<file path="src/rtl/serial_word_assembler.sv">
// Assembles a framed 1-bit serial stream into DATA_WIDTH-bit words with a one-cycle load strobe.
// Early restarts and mid-word stalls abort the partial word and pulse frame_err.
module serial_word_assembler #(
  parameter int DATA_WIDTH = 8,
  parameter bit MSB_FIRST  = 1'b1,
  parameter int TIMEOUT    = 16
) (
  input  logic                  clk,
  input  logic                  rst,
  input  logic                  sin_valid,
  input  logic                  sin_data,
  input  logic                  sin_start,
  output logic [DATA_WIDTH-1:0] word_out,
  output logic                  word_en,
  output logic                  frame_err,
  output logic                  busy,
  output logic [15:0]           word_cnt
);

  localparam int BW = $clog2(DATA_WIDTH + 1);
  localparam int TW = $clog2(TIMEOUT + 1);

  typedef enum logic {S_IDLE, S_SHIFT} state_t;

  state_t                state_q, state_d;
  logic [DATA_WIDTH-1:0] sr_q, sr_d;
  logic [BW-1:0]         bit_q, bit_d;
  logic [TW-1:0]         to_q, to_d;
  logic [DATA_WIDTH-1:0] word_q, word_d;
  logic [15:0]           cnt_q, cnt_d;
  logic                  en_q, en_d;
  logic                  fe_q, fe_d;

  logic [DATA_WIDTH-1:0] first_w;
  logic [DATA_WIDTH-1:0] shift_w;
  logic                  edge_bits_unused;

  // First bit sits at the end of the register that the shift direction pushes toward the far side.
  assign first_w = MSB_FIRST ? {{(DATA_WIDTH-1){1'b0}}, sin_data}
                             : {sin_data, {(DATA_WIDTH-1){1'b0}}};
  assign shift_w = MSB_FIRST ? {sr_q[DATA_WIDTH-2:0], sin_data}
                             : {sin_data, sr_q[DATA_WIDTH-1:1]};

  // The bit pushed out by the shift is never part of a valid word.
  assign edge_bits_unused = sr_q[DATA_WIDTH-1] ^ sr_q[0];

  always_comb begin
    state_d = state_q;
    sr_d    = sr_q;
    bit_d   = bit_q;
    to_d    = to_q;
    word_d  = word_q;
    cnt_d   = cnt_q;
    en_d    = 1'b0;
    fe_d    = 1'b0;
    case (state_q)
      S_IDLE: begin
        if (sin_valid && sin_start) begin
          sr_d    = first_w;
          bit_d   = BW'(1);
          to_d    = '0;
          state_d = S_SHIFT;
        end
      end
      S_SHIFT: begin
        if (sin_valid) begin
          to_d = '0;
          if (sin_start) begin
            fe_d  = 1'b1;
            sr_d  = first_w;
            bit_d = BW'(1);
          end else if (bit_q == BW'(DATA_WIDTH - 1)) begin
            word_d  = shift_w;
            en_d    = 1'b1;
            bit_d   = '0;
            state_d = S_IDLE;
            if (cnt_q != 16'hFFFF) cnt_d = cnt_q + 16'd1;
          end else begin
            sr_d  = shift_w;
            bit_d = bit_q + BW'(1);
          end
        end else if (to_q == TW'(TIMEOUT - 1)) begin
          fe_d    = 1'b1;
          to_d    = '0;
          bit_d   = '0;
          state_d = S_IDLE;
        end else begin
          to_d = to_q + TW'(1);
        end
      end
      default: state_d = S_IDLE;
    endcase
  end

  always_ff @(posedge clk) begin
    if (rst) begin
      state_q <= S_IDLE;
      sr_q    <= '0;
      bit_q   <= '0;
      to_q    <= '0;
      word_q  <= '0;
      cnt_q   <= '0;
      en_q    <= 1'b0;
      fe_q    <= 1'b0;
    end else begin
      state_q <= state_d;
      sr_q    <= sr_d;
      bit_q   <= bit_d;
      to_q    <= to_d;
      word_q  <= word_d;
      cnt_q   <= cnt_d;
      en_q    <= en_d;
      fe_q    <= fe_d;
    end
  end

  assign word_out  = word_q;
  assign word_en   = en_q;
  assign frame_err = fe_q;
  assign busy      = (state_q == S_SHIFT);
  assign word_cnt  = cnt_q;

endmodule
</file>
<file path="config.mk">
export PLATFORM = sky130hd
export DESIGN_NAME = serial_word_assembler
export DESIGN_NICKNAME = d
export VERILOG_FILES = /design/src/rtl/serial_word_assembler.sv
export SDC_FILE = /design/constraint.sdc
export NUM_CORES = 1
export LEC_CHECK = 0
export CORE_ASPECT_RATIO = 1.4
export CORE_MARGIN = 1.5
export CORE_UTILIZATION = 32
export DETAILED_ROUTE_END_ITERATION = 12
export PLACE_DENSITY = 0.52
export SYNTH_ARGS = -nofsm -noshare
export SYNTH_HDL_FRONTEND = slang
export SYNTH_SLANG_ARGS = --single-unit
</file>
<file path="constraint.sdc">
create_clock -name clk -period 2.8 [get_ports clk]
set_input_delay 0.56 -clock clk [delete_from_list [all_inputs] [get_ports clk]]
set_output_delay 0.56 -clock clk [all_outputs]
set_load 0.01 [all_outputs]
</file>
==> PnR_summary.wiki, run 1 <==
{| class="wikitable"
! Metric !! Value
|-
| Outcome || finished clean
|-
| Worst ir drop on vdd || 0.277 mV
|-
| Synth Net Count || 239
|-
| Overall routed net length || 4520 µm
|-
| Netlist Area Pre-Place || 1970 µm²
|-
| TritonCTS clock tree || done
|-
| Total of endpoints with negative setup slack in the final report || 0
|-
| Critical-path cell list || clkdlybuf4s50_1 -> nand3b_4 -> or4_4 -> nor4_1 -> mux2_2
|-
| Ys async rst share || 0%
|-
| Cell depth of the worst hold path || 2
|-
| Worst-case reg-to-reg path depth || 5
|-
| Reg-to-reg critical path endpoint || word_cnt[13]
|-
| Cell types with the highest counts after synthesis || sky130_fd_sc_hd__dfxtp_1 (43), sky130_fd_sc_hd__a21oi_1 (31), sky130_fd_sc_hd__nand2_1 (21)
|-
| Number of fillers in the final layout || between 600 and 700
|-
| Final cycle utilization of the critical path || between 80% and 90%
|-
| Number of primary I/O pins || 32
|-
| Number of vias after detailed routing || 1805
|-
| Leakage component of the power || between 0.8 and 0.9 nW
|-
| Unrepaired setup endpoints after global routing || false
|-
| Pwr/cell area || 502 nW/µm²
|-
| Reg area || 861 µm²
|-
| Share of post-route cells with drive strength above 1 || between 8 and 9%
|-
| Number of rows created at floorplan || 33
|-
| Maximum clock rate || 436 MHz
|-
| Wirelength per Cell || between 10 and 15 µm
|-
| Clock network latency to the later pin of the worst-skew pair || 0.30 ns
|-
| Setup slack on the worst flop-to-flop path || approximately 0.62 ns
|-
| Share of the yosys chip area belonging to registers || between 40% and 50%
|-
| Global placer's final weighted congestion || 0.727
|-
| Average size of a mapped cell || 8.55 µm²
|-
| Buffers inserted during post-CTS setup optimization || 0
|-
| Most frequent cell after synthesis || sky130_fd_sc_hd__dfxtp_1
|-
| Sum Neg Setup Slack || 0 ns
|-
| Die Ht || roughly 96 µm
|-
| Root buffer cell || sky130_fd_sc_hd__clkbuf_8
|-
| Critical Path End Type || register
|-
| GRT Total Usage || approximately 14%
|-
| Remaining max-slew budget at the tightest pin || 59.2%
|-
| Final Max Tran Viols || 0
|-
| Source of the worst register-to-register timing path || bit_q[0]
|-
| Dominant cell type by area after synthesis || sky130_fd_sc_hd__dfxtp_1
|-
| Total of max-cap violations || 0
|-
| Critical path's largest stage delay || 0.57 ns
|-
| Floorplan die area || 6660 µm²
|-
| Cells taking the most area after synthesis || sky130_fd_sc_hd__dfxtp_1 (44%), sky130_fd_sc_hd__a21oi_1 (7.9%), sky130_fd_sc_hd__nand2_1 (4.0%)
|-
| Post-layout instance count excluding filler cells || 335
|-
| Largest net degree at the start of global routing || 25
|-
| Portion of synthesized cell area occupied by the leading cell type || between 40% and 50%
|-
| Required time of the critical path || 2.99 ns
|-
| Power consumption || 1.26 mW
|-
| Post-Route Utilization || 42.5%
|-
| Multi-input gate area in the final layout || slightly above 1000 µm²
|-
| Setup CP Type || in2reg
|-
| Clock slew seen by the registers of the worst setup and hold paths || about 0.090 ns
|-
| DP Wirelength || 3190 µm
|-
| Final nets || 272
|-
| Die Wd || 69.4 µm
|-
| Count of nets left with antenna violations after detail routing || 0
|-
| H-tree depth || 2
|-
| Slew of the pin with the lowest slew margin || 0.610 ns
|-
| Detailed Routing Iterations Pass 1 || 6
|-
| Total placed cells including tap cells || 327
|-
| Worst hold start || sr_q[6]
|-
| Number of flops mapped to enable cells by yosys || 0
|-
| First-pass GRT wire length || 7580 µm
|-
| Floorplan Core Area || 5900 µm²
|-
| Initial DRC Count || 61
|-
| WHS Endpoint || word_out[7]
|-
| Post-synthesis instance total || 231
|-
| Clock Sinks || 43
|-
| Vias in the first global route || about 1.6k
|-
| Number of port buffers || 31
|-
| Predominant post-synthesis flop cell || sky130_fd_sc_hd__dfxtp_1
|-
| Total CTS buffers || 5
|-
| Final-layout worst hold slack || 0.454 ns
|-
| Drt drc || 0
|-
| Endpoints failing hold || 0
|-
| Per-cell via count in the routed design || between 5 and 6
|-
| Remaining Overflow, GRT || 0
|-
| Clock period minus final worst setup slack || 2.29 ns
|-
| Syn. warnings || 0
|-
| Antenna violations before repair || 0
|-
| Worst setup skew after layout || roughly 0.0047 ns
|-
| Cts-stage hold buffer count || 0
|-
| Path type of the worst min-delay path || reg2reg
|-
| #FFs+latches synth || 43
|-
| Max stage delay cell, worst path || sky130_fd_sc_hd__or4_4
|-
| Initial core utilization || 33.4%
|-
| Synthesis-to-finish area growth || 27.1%
|-
| CP startpoint kind || primary input
|-
| CTS max path bufs || 2
|-
| CP Max Fanout || 11
|-
| Antenna diode count || 0
|-
| CTS-repair resized insts || 0
|-
| Worst Path Arrival || 2.48 ns
|-
| Library cells used by synthesis || 40
|}
power by group:
part	internal, mW	total (mW)	switching (mW)	leakage, nW
combinational	0.0226	0.0581	0.0356	0.452
clock	0.356	0.580	0.224	0.0644
sequential	0.615	0.621	0.00614	0.347
critical path, delay by kind of cell:
family,cells,cell delay [ns]
buf+inv,1,0.47
mux,1,0.37
simple gates,3,1.08
metal layers:
layer,global-route usage [%],vias to the layer above,routed length [µm]
li1,-,931,-
met5,0,-,0
met4,8.33,0,102
met2,26.0,25,2270
met3,2.62,6,100
met1,15.5,843,2040
sequential cells by signal, indices dropped and copies added, names as in the netlist:
name	count
word_out	8
word_cnt	16
to_q	5
word_en	1
frame_err	1
bit_q	4
sr_q	7
busy	1
cell families after synthesis:
kind of cell | share of synthesized area (%)
and+or+nand+nor | 26.4
AOI/OAI and AO/OA | 20.3
adders and majority gates | 1.90
muxes | 2.72
buffers and inverters | 5.07
DFF | 43.6
placed cells by master, fill, tap and decap left out, types with 2 or more instances in the layout:
master | Yosys | final
sky130_fd_sc_hd__mux2i_1 | 2 | 2
sky130_fd_sc_hd__nand2_1 | 21 | 21
sky130_fd_sc_hd__nand3_1 | 10 | 10
sky130_fd_sc_hd__dfxtp_1 | 43 | 43
sky130_fd_sc_hd__ha_1 | 3 | 3
sky130_fd_sc_hd__a22oi_1 | 2 | 2
sky130_fd_sc_hd__inv_1 | 8 | 8
sky130_fd_sc_hd__nor4_1 | 5 | 4
sky130_fd_sc_hd__nor2_1 | 15 | 15
sky130_fd_sc_hd__a21o_1 | 2 | 2
sky130_fd_sc_hd__o31ai_1 | 9 | 9
sky130_fd_sc_hd__nand3b_4 | 2 | 2
sky130_fd_sc_hd__mux2_2 | 3 | 3
sky130_fd_sc_hd__bufinv_16 | 0 | 2
sky130_fd_sc_hd__or4_1 | 10 | 10
sky130_fd_sc_hd__o21ai_0 | 15 | 15
sky130_fd_sc_hd__clkdlybuf4s50_1 | 0 | 31
sky130_fd_sc_hd__buf_4 | 0 | 8
sky130_fd_sc_hd__nor2b_1 | 2 | 2
sky130_fd_sc_hd__o211a_1 | 2 | 2
sky130_fd_sc_hd__a31oi_1 | 3 | 3
sky130_fd_sc_hd__nor3b_1 | 3 | 3
sky130_fd_sc_hd__a21oi_1 | 31 | 31
sky130_fd_sc_hd__or3_1 | 2 | 2
sky130_fd_sc_hd__nand4_1 | 11 | 11
sky130_fd_sc_hd__clkbuf_8 | 0 | 5
final cells by class:
class	instances	share of cell area [%]
multi-input combinational	166	40.6
sequential	43	34.3
timing repair buffer	39	14.8
tap	70	3.49
clock buffer	5	2.74
clock inverter	3	2.69
inverter	9	1.35
metrics by stage:
step / worst slack (ns) / instance area [µm²]
floorplan: 0.616 / 1970
global placement: 0.230 / 2370
CTS: 0.518 / 2510
detailed placement: 0.196 / 2370
finish: 0.509 / 2510
global route: 0.428 / 2510
worst max path at each step:
stage	cells after the start	slack, ns	to	startpoint
after global routing	5	0.43	word_cnt[13]	sin_start
after floorplan	6	0.62	word_cnt[13]	sin_start
after CTS	5	0.52	word_cnt[13]	sin_start
final	5	0.51	word_cnt[13]	sin_start
after global placement	5	0.23	word_cnt[13]	sin_start
after detailed placement	5	0.20	word_cnt[13]	sin_start
Power figures use the tool's default switching activity.
==> inputs of run 2 (changes only) <==
--- a/config.mk
+++ b/config.mk
@@ -9,7 +9,7 @@
 export CORE_MARGIN = 1.5
 export CORE_UTILIZATION = 32
 export DETAILED_ROUTE_END_ITERATION = 12
-export PLACE_DENSITY = 0.52
+export PLACE_DENSITY = 0.54
 export SYNTH_ARGS = -nofsm -noshare
 export SYNTH_HDL_FRONTEND = slang
 export SYNTH_SLANG_ARGS = --single-unit
==> constraint.sdc (replaced) <==
create_clock -name clk -period 2.05 [get_ports clk]
set_input_delay 0.41 -clock clk [delete_from_list [all_inputs] [get_ports clk]]
set_output_delay 0.41 -clock clk [all_outputs]
set_load 0.01 [all_outputs]
==> PnR_summary.wiki, run 2 (synthesis gave the netlist of run 1 again) <==
{| class="wikitable"
! Metric !! Value
|-
| Outcome || finished clean
|-
| Pwr/cell area || 560 nW/µm² (+12%)
|-
| Number of port buffers || 31 (unchanged)
|-
| CP startpoint kind || register
|-
| Synthesis-to-finish area growth || 32.9%
|-
| Worst ir drop on vdd || 0.240 mV (-13%)
|-
| Number of flip-flops under the largest register name || 16 (unchanged)
|-
| Initial DRC Count || 70 (+15%)
|-
| GRT Total Usage || 14.7% (+0.49 points)
|-
| Number of vias after detailed routing || 1879 (+4.1%)
|-
| Share of post-route cells with drive strength above 1 || 15.3% (+6.6 points)
|-
| Number of rows created at floorplan || 33 (unchanged)
|-
| DP Wirelength || 3340 µm (+4.7%)
|-
| Vias in the first global route || 1739 (+6.0%)
|-
| Detailed Routing Iterations Pass 1 || 4 (-2)
|-
| Floorplan Core Area || 5900 µm² (unchanged)
|-
| Maximum clock rate || 517 MHz
|-
| CP Max Fanout || 7 (-4)
|-
| Total of endpoints with negative setup slack in the final report || 0 (unchanged)
|-
| Remaining Overflow, GRT || 0 (unchanged)
|-
| Count of nets left with antenna violations after detail routing || 0 (unchanged)
|-
| Die Wd || 69.4 µm (unchanged)
|-
| Buffers inserted during post-CTS setup optimization || 0 (unchanged)
|-
| CTS max path bufs || 2 (unchanged)
|-
| Antenna violations before repair || 0 (unchanged)
|-
| Wirelength per Cell || 13.5 µm (+0.38%)
|-
| Total of max-cap violations || 0 (unchanged)
|-
| Final Max Tran Viols || 0 (unchanged)
|-
| Worst Path Arrival || 2.12 ns (-0.36 ns)
|-
| Floorplan die area || 6660 µm² (unchanged)
|-
| Remaining max-slew budget at the tightest pin || 66.5% (+7.4 points)
|-
| Antenna diode count || 0 (unchanged)
|-
| Per-cell via count in the routed design || 5.35 (-0.65%)
|-
| Initial core utilization || 33.4% (unchanged)
|-
| Final cycle utilization of the critical path || 94.4%
|-
| Overall routed net length || 4750 µm (+5.2%)
|-
| Setup CP Type || reg2reg
|-
| TritonCTS clock tree || done
|-
| Path type of the worst min-delay path || reg2reg
|-
| Clock network latency to the later pin of the worst-skew pair || 0.29 ns (about the same)
|-
| Clock slew seen by the registers of the worst setup and hold paths || 0.09 ns (about the same)
|-
| Placed instance area || 2520 µm² (+6.1%)
|-
| Final nets || 288 (+5.9%)
|-
| Number of primary I/O pins || 32 (unchanged)
|-
| Required time of the critical path || 2.24 ns (-0.75 ns)
|-
| Global placer's final weighted congestion || 0.729 (+0.34%)
|-
| Commonest non-fill, non-tap cell in the layout || sky130_fd_sc_hd__dfxtp_1
|-
| Endpoints failing hold || 0 (unchanged)
|-
| Die Ht || 95.9 µm (unchanged)
|-
| Critical Path End Type || register
|-
| Most frequent cells in the layout || sky130_fd_sc_hd__dfxtp_1 (42), sky130_fd_sc_hd__a21oi_1 (30), sky130_fd_sc_hd__clkdlybuf4s50_1 (29)
|-
| Total placed cells including tap cells || 343 (+4.9%)
|-
| Clock Sinks || 43 (unchanged)
|-
| Root buffer cell || sky130_fd_sc_hd__clkbuf_8
|-
| Clock period minus final worst setup slack || 1.93 ns
|-
| Final-layout worst hold slack || 0.454 ns (+0.0000150 ns)
|-
| Slew of the pin with the lowest slew margin || 0.497 ns (-0.114 ns)
|-
| Largest net degree at the start of global routing || 46 (+84%)
|-
| Post-layout instance count excluding filler cells || 351 (+4.8%)
|-
| Total CTS buffers || 5 (unchanged)
|-
| Leakage component of the power || 0.939 nW (+8.7%)
|-
| Drt drc || 0 (unchanged)
|-
| Number of fillers in the final layout || 598 (-4.9%)
|-
| H-tree depth || 2 (unchanged)
|-
| Worst setup skew after layout || 0.00655 ns (+0.00183 ns)
|-
| First-pass GRT wire length || 7900 µm (+4.3%)
|-
| Unrepaired setup endpoints after global routing || false
|-
| Final Cell Area || 2620 µm² (+4.6%)
|}
## run 2: critical path: stages, from the launching register on
cell	delay, ns
sky130_fd_sc_hd__dfxtp_1	0.38
sky130_fd_sc_hd__ha_4	0.17
sky130_fd_sc_hd__nand3b_4	0.08
sky130_fd_sc_hd__or4_4	0.54
sky130_fd_sc_hd__or4_4	0.52
sky130_fd_sc_hd__o211a_1	0.13
## run 2: layout make-up
type                    instances  area (µm²)  area share (%)
multi-input cells             166        1050            39.9
flip-flops and latches         43         862            32.9
repair buffers                 55         508            19.4
well taps                      70        87.6            3.34
clock buffers                   6        72.6            2.77
inverters                       9        33.8            1.29
clock inverters                 2        12.5           0.477
## run 2: final timing paths
check / startpoint / end / slack, ns / cells after the start
setup / recovery: bit_q[0] / word_cnt[15] / 0.12 / 5
hold reg to reg: sr_q[6] / word_out[7] / 0.45 / 2
hold / removal: sr_q[6] / word_out[7] / 0.45 / 2
setup reg to reg: bit_q[0] / word_cnt[15] / 0.12 / 5
## run 2: layer usage
layer	wire length (µm)	global-route usage, %	vias up	share of wire, %
met5	0	0	-	0
met1	2010	15.9	890	42
met3	125	3.25	6	2.6
met2	2540	28.1	31	54
met4	72	5.39	0	1.5
li1	-	-	952	-
## run 2: timing repair
item / 4_1_cts / 5_1_grt
gates resized for setup: 0 / 7
hold buffers: 0 / 0
setup endpoints to repair: 0 / 9
## run 2: through the flow
step	TNS [ns]	utilization (%)	power (mW)	worst slack [ns]
4_1_cts	0	44.1	1.49	0.00487
6_report	0	44.4	1.47	0.115
2_1_floorplan	0	-	0.919	0.0164
3_3_place_gp	-2.89	42.6	0.956	-0.303
5_1_grt	0	44.4	1.54	0.00265
3_5_place_dp	-3.06	42.6	0.956	-0.313
## run 2: report_power, final
part / leakage (nW) / switching [mW] / internal, mW
combinational: 0.550 / 0.0539 / 0.0366
sequential: 0.347 / 0.00566 / 0.840
clock: 0.0412 / 0.295 / 0.238
total: 0.939 / 0.354 / 1.11
